## src/rtl/mips_multicycle_sequencer_if.sv

```systemverilog
// Shared memory-port bundle between the multi-cycle sequencer and the memory.
// The sequencer is the master: it issues requests and the memory returns a one-cycle ack.
interface mips_multicycle_sequencer_if;
  logic mem_req;
  logic mem_we;
  logic mem_addr_sel;
  logic mem_ack;

  modport master (
    output mem_req,
    output mem_we,
    output mem_addr_sel,
    input  mem_ack
  );

  modport slave (
    input  mem_req,
    input  mem_we,
    input  mem_addr_sel,
    output mem_ack
  );
endinterface

```

## src/rtl/mips_multicycle_sequencer.sv

```systemverilog
// Multi-cycle MIPS control sequencer: FETCH/DECODE/EXEC/MEM/WB stepping, memory-port
// arbitration, write-strobe timing, PC select resolution, timeout fault and retire count.
module mips_multicycle_sequencer #(
  parameter int TIMEOUT = 16,
  parameter int CNT_W   = 32
) (
  input  logic                         clk,
  input  logic                         rst_n,
  mips_multicycle_sequencer_if.master  mem,
  input  logic                         run,
  input  logic                         gp_we_dec,
  input  logic                         dm_we_dec,
  input  logic                         mem_op_dec,
  input  logic [1:0]                   pc_mux_dec,
  input  logic                         bce_true,
  output logic                         ir_we,
  output logic                         pc_we,
  output logic [1:0]                   pc_sel,
  output logic                         gp_we,
  output logic [2:0]                   state,
  output logic                         fault,
  output logic [CNT_W-1:0]             retired
);

  localparam logic [2:0] S_IDLE   = 3'b000;
  localparam logic [2:0] S_FETCH  = 3'b001;
  localparam logic [2:0] S_DECODE = 3'b010;
  localparam logic [2:0] S_EXEC   = 3'b011;
  localparam logic [2:0] S_MEM    = 3'b100;
  localparam logic [2:0] S_WB     = 3'b101;
  localparam logic [2:0] S_FAULT  = 3'b111;

  localparam int              WAIT_W     = (TIMEOUT > 1) ? $clog2(TIMEOUT) : 1;
  localparam logic [WAIT_W-1:0] WAIT_LAST = WAIT_W'((TIMEOUT > 0) ? (TIMEOUT - 1) : 0);
  localparam bit              TIMEOUT_EN = (TIMEOUT != 0);

  logic [2:0]        state_r;
  logic [2:0]        state_nxt_s;
  logic [WAIT_W-1:0] wait_cnt_r;
  logic              fault_r;
  logic [CNT_W-1:0]  retired_r;
  logic              mem_req_s;
  logic              ack_s;
  logic              expired_s;
  logic [1:0]        pc_sel_s;

  // The memory port is busy only in FETCH and MEM; an ack outside those states is ignored.
  assign mem_req_s = (state_r == S_FETCH) || (state_r == S_MEM);
  assign ack_s     = mem_req_s && mem.mem_ack;
  assign expired_s = TIMEOUT_EN && mem_req_s && !mem.mem_ack && (wait_cnt_r == WAIT_LAST);

  // Next-state logic; an ack in the expiry cycle takes priority over the fault.
  always_comb begin
    state_nxt_s = state_r;
    case (state_r)
      S_IDLE: begin
        if (run) state_nxt_s = S_FETCH;
        else     state_nxt_s = S_IDLE;
      end
      S_FETCH: begin
        if (ack_s)          state_nxt_s = S_DECODE;
        else if (expired_s) state_nxt_s = S_FAULT;
        else                state_nxt_s = S_FETCH;
      end
      S_DECODE: state_nxt_s = S_EXEC;
      S_EXEC: begin
        if (mem_op_dec) state_nxt_s = S_MEM;
        else            state_nxt_s = S_WB;
      end
      S_MEM: begin
        if (ack_s)          state_nxt_s = S_WB;
        else if (expired_s) state_nxt_s = S_FAULT;
        else                state_nxt_s = S_MEM;
      end
      S_WB: begin
        if (run) state_nxt_s = S_FETCH;
        else     state_nxt_s = S_IDLE;
      end
      S_FAULT: state_nxt_s = S_FAULT;
      default: state_nxt_s = S_IDLE;
    endcase
  end

  // PC select resolution: a not-taken branch falls back to PC+4.
  always_comb begin
    pc_sel_s = 2'b11;
    if ((state_r == S_EXEC) || (state_r == S_MEM) || (state_r == S_WB)) begin
      if ((pc_mux_dec == 2'b01) && !bce_true) pc_sel_s = 2'b11;
      else                                    pc_sel_s = pc_mux_dec;
    end else begin
      pc_sel_s = 2'b11;
    end
  end

  assign mem.mem_req      = mem_req_s;
  assign mem.mem_addr_sel = (state_r == S_MEM);
  assign mem.mem_we       = (state_r == S_MEM) && dm_we_dec;
  assign ir_we            = (state_r == S_FETCH) && mem.mem_ack;
  assign pc_we            = (state_r == S_WB);
  assign gp_we            = (state_r == S_WB) && gp_we_dec;
  assign pc_sel           = pc_sel_s;
  assign state            = state_r;
  assign fault            = fault_r;
  assign retired          = retired_r;

  // State register, wait counter, sticky fault and retire counter.
  always_ff @(posedge clk or negedge rst_n) begin
    if (!rst_n) begin
      state_r    <= S_IDLE;
      wait_cnt_r <= '0;
      fault_r    <= 1'b0;
      retired_r  <= '0;
    end else begin
      state_r <= state_nxt_s;
      // Counter idles at zero outside a pending request, so each FETCH/MEM entry starts clean.
      if (mem_req_s && !mem.mem_ack) wait_cnt_r <= wait_cnt_r + WAIT_W'(1);
      else                           wait_cnt_r <= '0;
      if (state_nxt_s == S_FAULT) fault_r <= 1'b1;
      else                        fault_r <= fault_r;
      if (state_r == S_WB) retired_r <= retired_r + CNT_W'(1);
      else                 retired_r <= retired_r;
    end
  end

endmodule
```

## src/flat_wrapper.sv

```systemverilog
// flat-port wrapper written by rule: the top's interface ports become plain ports
module mips_multicycle_sequencer_flat 
#(
  parameter int TIMEOUT = 16,
  parameter int CNT_W   = 32
)
  (clk, rst_n, run, gp_we_dec, dm_we_dec, mem_op_dec, pc_mux_dec, bce_true, ir_we, pc_we, pc_sel, gp_we, state, fault, retired, mem_mem_req, mem_mem_we, mem_mem_addr_sel, mem_mem_ack);
  mips_multicycle_sequencer_if mem_i ();
  input  logic clk;
  input  logic rst_n;
  input  logic run;
  input  logic gp_we_dec;
  input  logic dm_we_dec;
  input  logic mem_op_dec;
  input  logic [1:0] pc_mux_dec;
  input  logic bce_true;
  output logic ir_we;
  output logic pc_we;
  output logic [1:0] pc_sel;
  output logic gp_we;
  output logic [2:0] state;
  output logic fault;
  output logic [CNT_W-1:0] retired;
  output wire logic [$bits(mem_i.mem_req)-1:0] mem_mem_req;
  output wire logic [$bits(mem_i.mem_we)-1:0] mem_mem_we;
  output wire logic [$bits(mem_i.mem_addr_sel)-1:0] mem_mem_addr_sel;
  input wire logic [$bits(mem_i.mem_ack)-1:0] mem_mem_ack;
  assign mem_mem_req = mem_i.mem_req;
  assign mem_mem_we = mem_i.mem_we;
  assign mem_mem_addr_sel = mem_i.mem_addr_sel;
  assign mem_i.mem_ack = mem_mem_ack;
  mips_multicycle_sequencer #(.TIMEOUT(TIMEOUT), .CNT_W(CNT_W)) u_core (.clk(clk), .rst_n(rst_n), .mem(mem_i), .run(run), .gp_we_dec(gp_we_dec), .dm_we_dec(dm_we_dec), .mem_op_dec(mem_op_dec), .pc_mux_dec(pc_mux_dec), .bce_true(bce_true), .ir_we(ir_we), .pc_we(pc_we), .pc_sel(pc_sel), .gp_we(gp_we), .state(state), .fault(fault), .retired(retired));
endmodule
```

## config.mk

```make
export PLATFORM = sky130hd
export DESIGN_NAME = mips_multicycle_sequencer_flat
export DESIGN_NICKNAME = d
export VERILOG_FILES = /design/src/rtl/mips_multicycle_sequencer_if.sv /design/src/rtl/mips_multicycle_sequencer.sv /design/src/flat_wrapper.sv
export SDC_FILE = /design/constraint.sdc
export NUM_CORES = 1
export LEC_CHECK = 0
export BUFFER_PORTS_ARGS = -buffer_cell sky130_fd_sc_hd__buf_2
export CORE_ASPECT_RATIO = 0.7
export CORE_MARGIN = 2
export CORE_UTILIZATION = 56
export CTS_CLUSTER_DIAMETER = 200
export DETAILED_ROUTE_END_ITERATION = 7
export PLACE_DENSITY = 0.84
export SLEW_MARGIN = 10
export SYNTH_ARGS = -nofsm -noshare
export SYNTH_HDL_FRONTEND = slang
export SYNTH_SLANG_ARGS = --single-unit
```

## constraint.sdc

```tcl
create_clock -name clk -period 2.9 [get_ports clk]
set_input_delay 0.145 -clock clk [delete_from_list [all_inputs] [get_ports clk]]
set_output_delay 0.145 -clock clk [all_outputs]
set_load 0.05 [all_outputs]
```

Word-level counts from Yosys, hierarchy flattened
Index checks and enable logic that the tools add are counted.
{ "word_totals": {"regBits": 40, "inputBits": 10, "out_inout_bits": 44, "elab_cells": 39} }
{ "op_classes": {"addsub": 2, "n_eq_ne": 9, "n_mux": 10, "reduce_logical": 14} }
{ "ops": {"columns": ["op", "count"], "rows": [
  ["32-bit by 1-bit adder with 32-bit output (second input constant)", 1],
  ["3-bit one-hot mux with 6 select lines", 1],
  ["3-bit == test (second input constant)", 4],
  ["3-bit two-way mux", 3],
  ["1-bit logical AND", 7],
  ["3-bit by 2-bit == test with 1-bit output (second input constant)", 2],
  ["2-bit two-way mux", 3],
  ["4-bit by 1-bit adder with 4-bit output (second input constant)", 1],
  ["4-bit == test (second input constant)", 1],
  ["4-bit two-way mux", 1],
  ["3-bit by 1-bit == test with 1-bit output (second input constant)", 1],
  ["3-bit zero test", 1],
  ["1-bit logical OR", 3],
  ["2-bit by 1-bit == test with 1-bit output (second input constant)", 1],
  ["1-bit zero test", 2],
  ["1-bit two-way mux", 2],
  ["2-bit OR reduction", 1]
]} }

Logic depth before layout (Yosys ltp)
Gate-level depths: netlist of the first run.
{ "logic_depth": {"ltp_word": 8, "depth_mapped": 6, "ltp_nobuf": 5} }

Worst setup path before layout of the first run
OpenSTA, ideal clock, no wires.
{ "synth_timing": {"kind": "reg-to-output", "start": "register u_core.state_r[0], in the netlist u_core.state[0]", "end": "output ir_we", "t_arrival_ps": 2585, "required_ps": 2755, "setup_slack_ps": 170, "path_stages_with_launch": 4, "n_path_buf": 1, "cell_sequence": "dfrtp_1 > buf_2 > inv_1 > nor4b_1"} }
{ "synth_via": {"elab_chain_cells": 2} }
{ "synth_lines": {"columns": ["element", "line", "text"], "rows": [
  ["start: declaration", "mips_multicycle_sequencer.sv:37", "logic [2:0] state_r;"],
  ["start signal: assignment", "mips_multicycle_sequencer.sv:114", "state_r <= state_nxt_s;"],
  ["3-bit by 1-bit == test with 1-bit output", "mips_multicycle_sequencer.sv:98", "assign ir_we = (state_r == S_FETCH) && mem.mem_ack;"],
  ["1-bit logical AND", "mips_multicycle_sequencer.sv:98", null],
  ["end: declaration", "flat_wrapper.sv:17", "output logic ir_we;"]
]} }
No other way between the ends.

Worst setup path in the final report of the first run
{ "layout_timing": {"start": "register u_core.state_r[1], in the netlist u_core.state[1]", "end": "register u_core.retired_r[13], in the netlist u_core.retired[13]"} }
{ "layout_via": {"elab_chain_cells": 1} }
{ "layout_lines": {"columns": ["element", "line", "text"], "rows": [
  ["3-bit == test", "mips_multicycle_sequencer.sv:120", "if (state_r == S_WB) retired_r <= retired_r + CNT_W'(1);"],
  ["end signal: assignment", "mips_multicycle_sequencer.sv:120", null],
  ["end signal: assignment", "mips_multicycle_sequencer.sv:121", "else retired_r <= retired_r;"],
  ["end: declaration", "mips_multicycle_sequencer.sv:41", "logic [CNT_W-1:0] retired_r;"]
]} }
No other way between the ends.
A chain may end at the register's enable or synchronous reset.

==> run metrics, run 1 <==
Clk Latency, worst-skew pair=0.29 ns; CP Max Fanout=14; ANT cells=0; global-route wire length before repair=6.69 mm; Worst Path Class, Setup=register to register; Finished Cell Area=0.00240 mm^2; Global Route Usage Sum=22.5%; WHS=0.202 ns; crit-path cells=nand3b_2 > nor2_2 > nor4b_1 > xnor2_1; post-synthesis cell count=178; die span in x=75.2 um; clk_skew=0.00727 ns; Overflow after GRT=0; antenna-violating nets left=0; most common cell after layout, fill and taps aside=buf_2; achievable clock frequency=478 MHz; hold depth=4; GR Util met3=5.06%; initial antenna violation count=0; H-tree depth=2; leakage=1.24 nW; First DRT Iteration DRCs=112; number of remaining DRC errors=0; Worst EP arrival=2.30 ns; met1 usage=33.2%; CTS tree=built; Pre-antenna DRT Iters=4; DP Wirelength=2.91 mm; min Tclk post-route=2.09 ns; YS warnings=0; Mean Syn Cell Area=11.2 um^2; Critical Path Start Type=register; dpl cell area=0.00229 mm^2; P&R area growth vs syn=20.7%; vias in the first global route=1397; actual slew at the worst max-slew pin=0.862 ns; Nets=246; setup violators final=0; clk buf depth=2; Clock Root Buffer=clkbuf_8; largest net degree at the start of global routing=41; fin util=69.1%; # clock sinks=40; CP max stage cell=nor2_2; port bufs=53; TNS Setup=0 ns; Vias/cell=5.30; placed insts=276; CP required=3.11 ns; Worst path max stage delay=0.55 ns; core area=0.00347 mm^2; power density of the placed cells=700 mW/mm^2; GR Util met2=34.1%; fin crit share=72.1%; Synth Net Count=190; Hold Path Class=input port to register; post-synth cell types=37; wire length per cell=14.3 um; final hold violation count=0; Starting Density=57.3%; Top Usage Layer GRT=met2; status=finished clean; Die Y=53.8 um; total CTS buffers=5; maximum vdd drop=0.444 mV; Core Rows=18; Final GP Congestion=0.935; Mapped Area=0.00199 mm^2; CP Capture Type=register; commonest non-fill, non-tap cells in the layout=buf_2, dfrtp_1, xnor2_1, nand4_1, nand2_1; via count=1511; Max Cap Viol=0; fin. max-slew vios=0; Die ar.=0.00405 mm^2; Fill cells=284; RSZ-0062 raised after global routing=false; clock slew at reported path FFs=0.08 ns; Seq cells post-synth=40; Slew HR=42.5%; reg2reg path depth=4; non-filler cells, final=285; I/O Pins=54; Seq/Total Area, Yosys=50.4%; WL final=4.08 mm; share of cells above drive strength 1=34.0%
## synthesized netlist by cell type
cell type	instances	area, um^2
dfrtp_1	40	1000
xnor2_1	28	245
nand4_1	12	75.1
nand2_1	11	41.3
nor2_1	9	33.8
and3_1	8	50.1
inv_1	6	22.5
nand4_2	6	75.1
xor2_1	6	52.6
buf_2	5	25.0
nand3_2	5	50.1
a31oi_1	4	25.0
and2_1	4	25.0
nand3_1	4	20.0
and4_1	3	26.3
ha_1	2	25.0
nor3_1	2	10.0
nor4_1	2	12.5
nor4b_1	2	17.5
o21ai_0	2	10.0
a211o_1	1	8.76
a221oi_1	1	8.76
buf_6	1	11.3
clkbuf_1	1	3.75
inv_2	1	3.75
mux2_2	1	11.3
mux2i_1	1	10.0
nand2b_1	1	6.26
nand3b_2	1	11.3
nand4b_1	1	8.76
nor2_2	1	6.26
nor2b_1	1	6.26
nor4_4	1	21.3
o22ai_1	1	6.26
o31ai_1	1	7.51
or2_2	1	6.26
or3_1	1	6.26
## kinds of logic (layout without fill, tap and decap cells)
group	Yosys count	in the layout	share of synthesized area, %
AO/OA/AOI/OAI	10	10	3.34
XOR/XNOR	34	34	15.0
adder cells (fa/ha/maj)	2	2	1.26
buffers and inverters	14	71	3.34
flip-flops	40	40	50.4
multiplexers	2	2	1.07
AND/OR/NAND/NOR	76	76	25.6
## area by class of cell
type / instances / area, um^2 / share of cell area [%]
Clock buffer: 6 / 82.6 / 3.44
Multi-Input combinational cell: 124 / 920 / 38.4
Inverter: 7 / 26.3 / 1.10
Sequential cell: 40 / 1000 / 41.8
Clock inverter: 2 / 15.0 / 0.626
Tap cell: 50 / 62.6 / 2.61
Timing Repair Buffer: 56 / 290 / 12.1
## metal layers
layer / vias up / share of wire [%]
li1: 739 / -
met1: 733 / 49
met2: 33 / 46
met3: 6 / 4.0
met4: 0 / 1.0
met5: - / 0
## final timing paths
kind	start	end	slack, ns
max	u_core.state[1]$_DFF_PN0_	u_core.retired[13]$_DFFE_PN0P_	0.81
min	mem_op_dec	u_core.state[0]$_DFF_PN0_	0.20
max reg2reg	u_core.state[1]$_DFF_PN0_	u_core.retired[13]$_DFFE_PN0P_	0.81
min reg2reg	u_core.wait_cnt_r[0]$_DFF_PN0_	u_core.wait_cnt_r[0]$_DFF_PN0_	0.46
max in group asynchronous	rst_n	u_core.wait_cnt_r[0]$_DFF_PN0_	1.86
min in group asynchronous	rst_n	u_core.retired[19]$_DFFE_PN0P_	0.49
## timing repair
item,4_1_cts,5_1_grt
resized for setup,0,0
hold buffers,1,0
setup buffers,0,0
endpoints found under the hold margin,33,0
## sequential cells by signal, indices dropped and copies added, names as in the netlist
register	flops
u_core.retired	32
u_core.state	3
u_core.wait_cnt_r	4
u_core.fault	1
## where the power goes
part	leakage, nW	total [mW]	switching, mW	internal, mW
clock network	0.0434	0.393	0.200	0.193
logic	0.658	0.581	0.427	0.154
registers	0.543	0.704	0.0927	0.611
## worst max-delay path, delay by kind of cell (launching register included)
| family | cells | cell delay, ns |
|---|---|---|
| simple gates | 3 | 1.32 |
| flops | 1 | 0.51 |
| xor+xnor | 1 | 0.17 |
## per-stage QoR
stage,worst slack (ns),power [mW]
2_1_floorplan,0.170,1.16
3_3_place_gp,0.955,1.28
3_5_place_dp,0.811,1.30
4_1_cts,0.790,1.69
5_1_grt,0.555,1.75
6_report,0.809,1.68
(Power assumes the default switching activity.)
==> run 2, diff against run 1 <==
--- a/config.mk
+++ b/config.mk
@@ -8,10 +8,10 @@
 export BUFFER_PORTS_ARGS = -buffer_cell sky130_fd_sc_hd__buf_2
 export CORE_ASPECT_RATIO = 0.7
 export CORE_MARGIN = 2
-export CORE_UTILIZATION = 56
+export CORE_UTILIZATION = 47
 export CTS_CLUSTER_DIAMETER = 200
 export DETAILED_ROUTE_END_ITERATION = 7
-export PLACE_DENSITY = 0.84
+export PLACE_DENSITY = 0.76
 export SLEW_MARGIN = 10
 export SYNTH_ARGS = -nofsm -noshare
 export SYNTH_HDL_FRONTEND = slang
==> constraint.sdc (replaced) <==
create_clock -name clk -period 1.8 [get_ports clk]
set_input_delay 0.09 -clock clk [delete_from_list [all_inputs] [get_ports clk]]
set_output_delay 0.09 -clock clk [all_outputs]
set_load 0.05 [all_outputs]
==> run 2 against run 1 <==
  * Final cell count up 2.5%
  * Design area up 3.8%
  * Critical path depth unchanged
  * Die area up 18%
  * Largest cell class unchanged
==> run metrics, run 2 (synthesis results as in run 1) <==
Die ar.=0.00477 mm^2 (+18%); max reg flops=32 (unchanged); Design Power=2.80 mW (+67%); RSZ-0062 raised after global routing=false; largest net degree at the start of global routing=19 (-54%); maximum vdd drop=0.630 mV (+42%); setup violators final=0 (unchanged); core area=0.00399 mm^2 (+15%); footprint of the multi-input gates=956 um^2 (+3.9%); initial antenna violation count=0 (unchanged); Fill cells=319 (+12%); actual slew at the worst max-slew pin=0.416 ns (-0.446 ns); Global Route Usage Sum=20.5% (-2.0 points); Clock Root Buffer=clkbuf_8; fin crit share=93.3%; via count=1571 (+4.0%); antenna-violating nets left=0 (unchanged); # clock sinks=40 (unchanged); global-route wire length before repair=7.27 mm (+8.7%); CP Max Fanout=11 (-3); Worst Path Class, Setup=register to output port; Top Metal Used=met4; Core Rows=19 (+1); DRT met1 WL=2.11 mm (+5.4%); P&R area growth vs syn=25.2%; fin util=62.3% (-6.8 points); Final GP Congestion=0.803 (-14%); Final WS setup=0.120 ns (-0.689 ns); Met2 Wirelength=1.95 mm (+3.9%); number of remaining DRC errors=0 (unchanged); CP required=1.71 ns (-1.40 ns); hold depth=4 (unchanged); min Tclk post-route=1.68 ns; status=finished clean; fin. max-slew vios=0 (unchanged); Finished Cell Area=0.00249 mm^2 (+3.8%); Worst EP arrival=1.59 ns (-0.71 ns); hold path startpoint=mem_op_dec; final hold violation count=0 (unchanged); Overflow after GRT=0 (unchanged); First DRT Iteration DRCs=69 (-38%); Clk Latency, worst-skew pair=0.30 ns (about the same); postcts setup bufs=0 (unchanged); Register Area=0.00102 mm^2 (+1.5%); Vias/cell=5.38 (+1.5%); dpl cell area=0.00238 mm^2 (+4.0%); Routed met3 length=216 um (+33%); WHS=0.167 ns (-0.0347 ns); TNS Setup=0 ns (unchanged); commonest non-fill, non-tap cells in the layout=buf_2, xnor2_1, dfrtp_1, nand4_1, dfrtp_2; CP Capture Type=output port; reg2reg path depth=5 (+1); Nets=251 (+2.0%); placed insts=283 (+2.5%); clk buf depth=2 (unchanged); H-tree depth=2 (unchanged); ANT cells=0 (unchanged); Starting Density=49.7% (-7.5 points); achievable clock frequency=595 MHz; Reg2Reg Launch Point=u_core.retired[4]$_DFFE_PN0P_; crit path from=u_core.state[2]$_DFF_PN0_; DP Wirelength=3.21 mm (+10%); wire length per cell=14.8 um (+3.6%); Max Cap Viol=0 (unchanged); Pre-antenna DRT Iters=4 (unchanged); share of cells above drive strength 1=42.9% (+8.9 points); vias in the first global route=1466 (+4.9%); power density of the placed cells=1130 mW/mm^2 (+61%); die span in x=81.7 um (+8.7%); WL final=4.33 mm (+6.2%); non-filler cells, final=292 (+2.5%); Slew HR=72.0% (+29 points); clock slew at reported path FFs=0.08 ns (about the same); leakage=1.27 nW (+2.3%); Die Y=58.4 um (+8.5%); clk_skew=0.00722 ns (-0.0000495 ns); CTS tree=built; port bufs=53 (unchanged); pre-CTS WS=0.246 ns (-0.566 ns); Critical Path Start Type=register; most common cell after layout, fill and taps aside=buf_2; total CTS buffers=5 (unchanged); I/O Pins=54 (unchanged); Hold Path Class=input port to register
run 2: final cells by class:
| type | instances | share of cell area [%] |
|---|---|---|
| multi-input combinational | 124 | 38.4 |
| timing repair buffer | 61 | 13.2 |
| clock inverter | 2 | 0.402 |
| clock buffer | 6 | 3.32 |
| tap | 52 | 2.62 |
| inverter | 7 | 1.21 |
| sequential | 40 | 40.8 |
run 2: per-layer routing:
metal | track usage, % | vias to the layer above
li1 | - | 743
met1 | 30.6 | 776
met2 | 28.3 | 45
met3 | 5.98 | 7
met4 | 7.62 | 0
met5 | 0 | -
run 2: power by group:
group	total (mW)	internal, mW	switching (mW)	leakage, nW
clock	0.622	0.306	0.316	0.0510
combinational	1.05	0.293	0.756	0.697
sequential	1.13	0.994	0.139	0.525
total	2.80	1.59	1.21	1.27
run 2: worst paths after layout:
kind                                                   to  slack (ns)
setup reg to reg           u_core.retired[29]$_DFFE_PN0P_        0.23
hold / removal                  u_core.state[0]$_DFF_PN0_        0.17
hold reg to reg            u_core.wait_cnt_r[0]$_DFF_PN0_        0.47
setup / recovery                                pc_sel[0]        0.12
max in group asynchronous   u_core.retired[4]$_DFFE_PN0P_        1.09
min in group asynchronous  u_core.retired[26]$_DFFE_PN0P_        0.20
run 2: what timing repair did:
| action | 4_1_cts | 5_1_grt |
|---|---|---|
| gates resized for setup | 0 | 1 |
| hold buffers | 1 | 0 |
| endpoints found under the setup margin | 0 | 2 |
| endpoints found under the hold margin | 36 | 0 |
run 2: critical path, cell delays in order, from the launching register on:
cell and delay (ns):
dfrtp_2 0.51, nor2b_2 0.18, mux2i_1 0.11, or2_2 0.28, buf_2 0.21
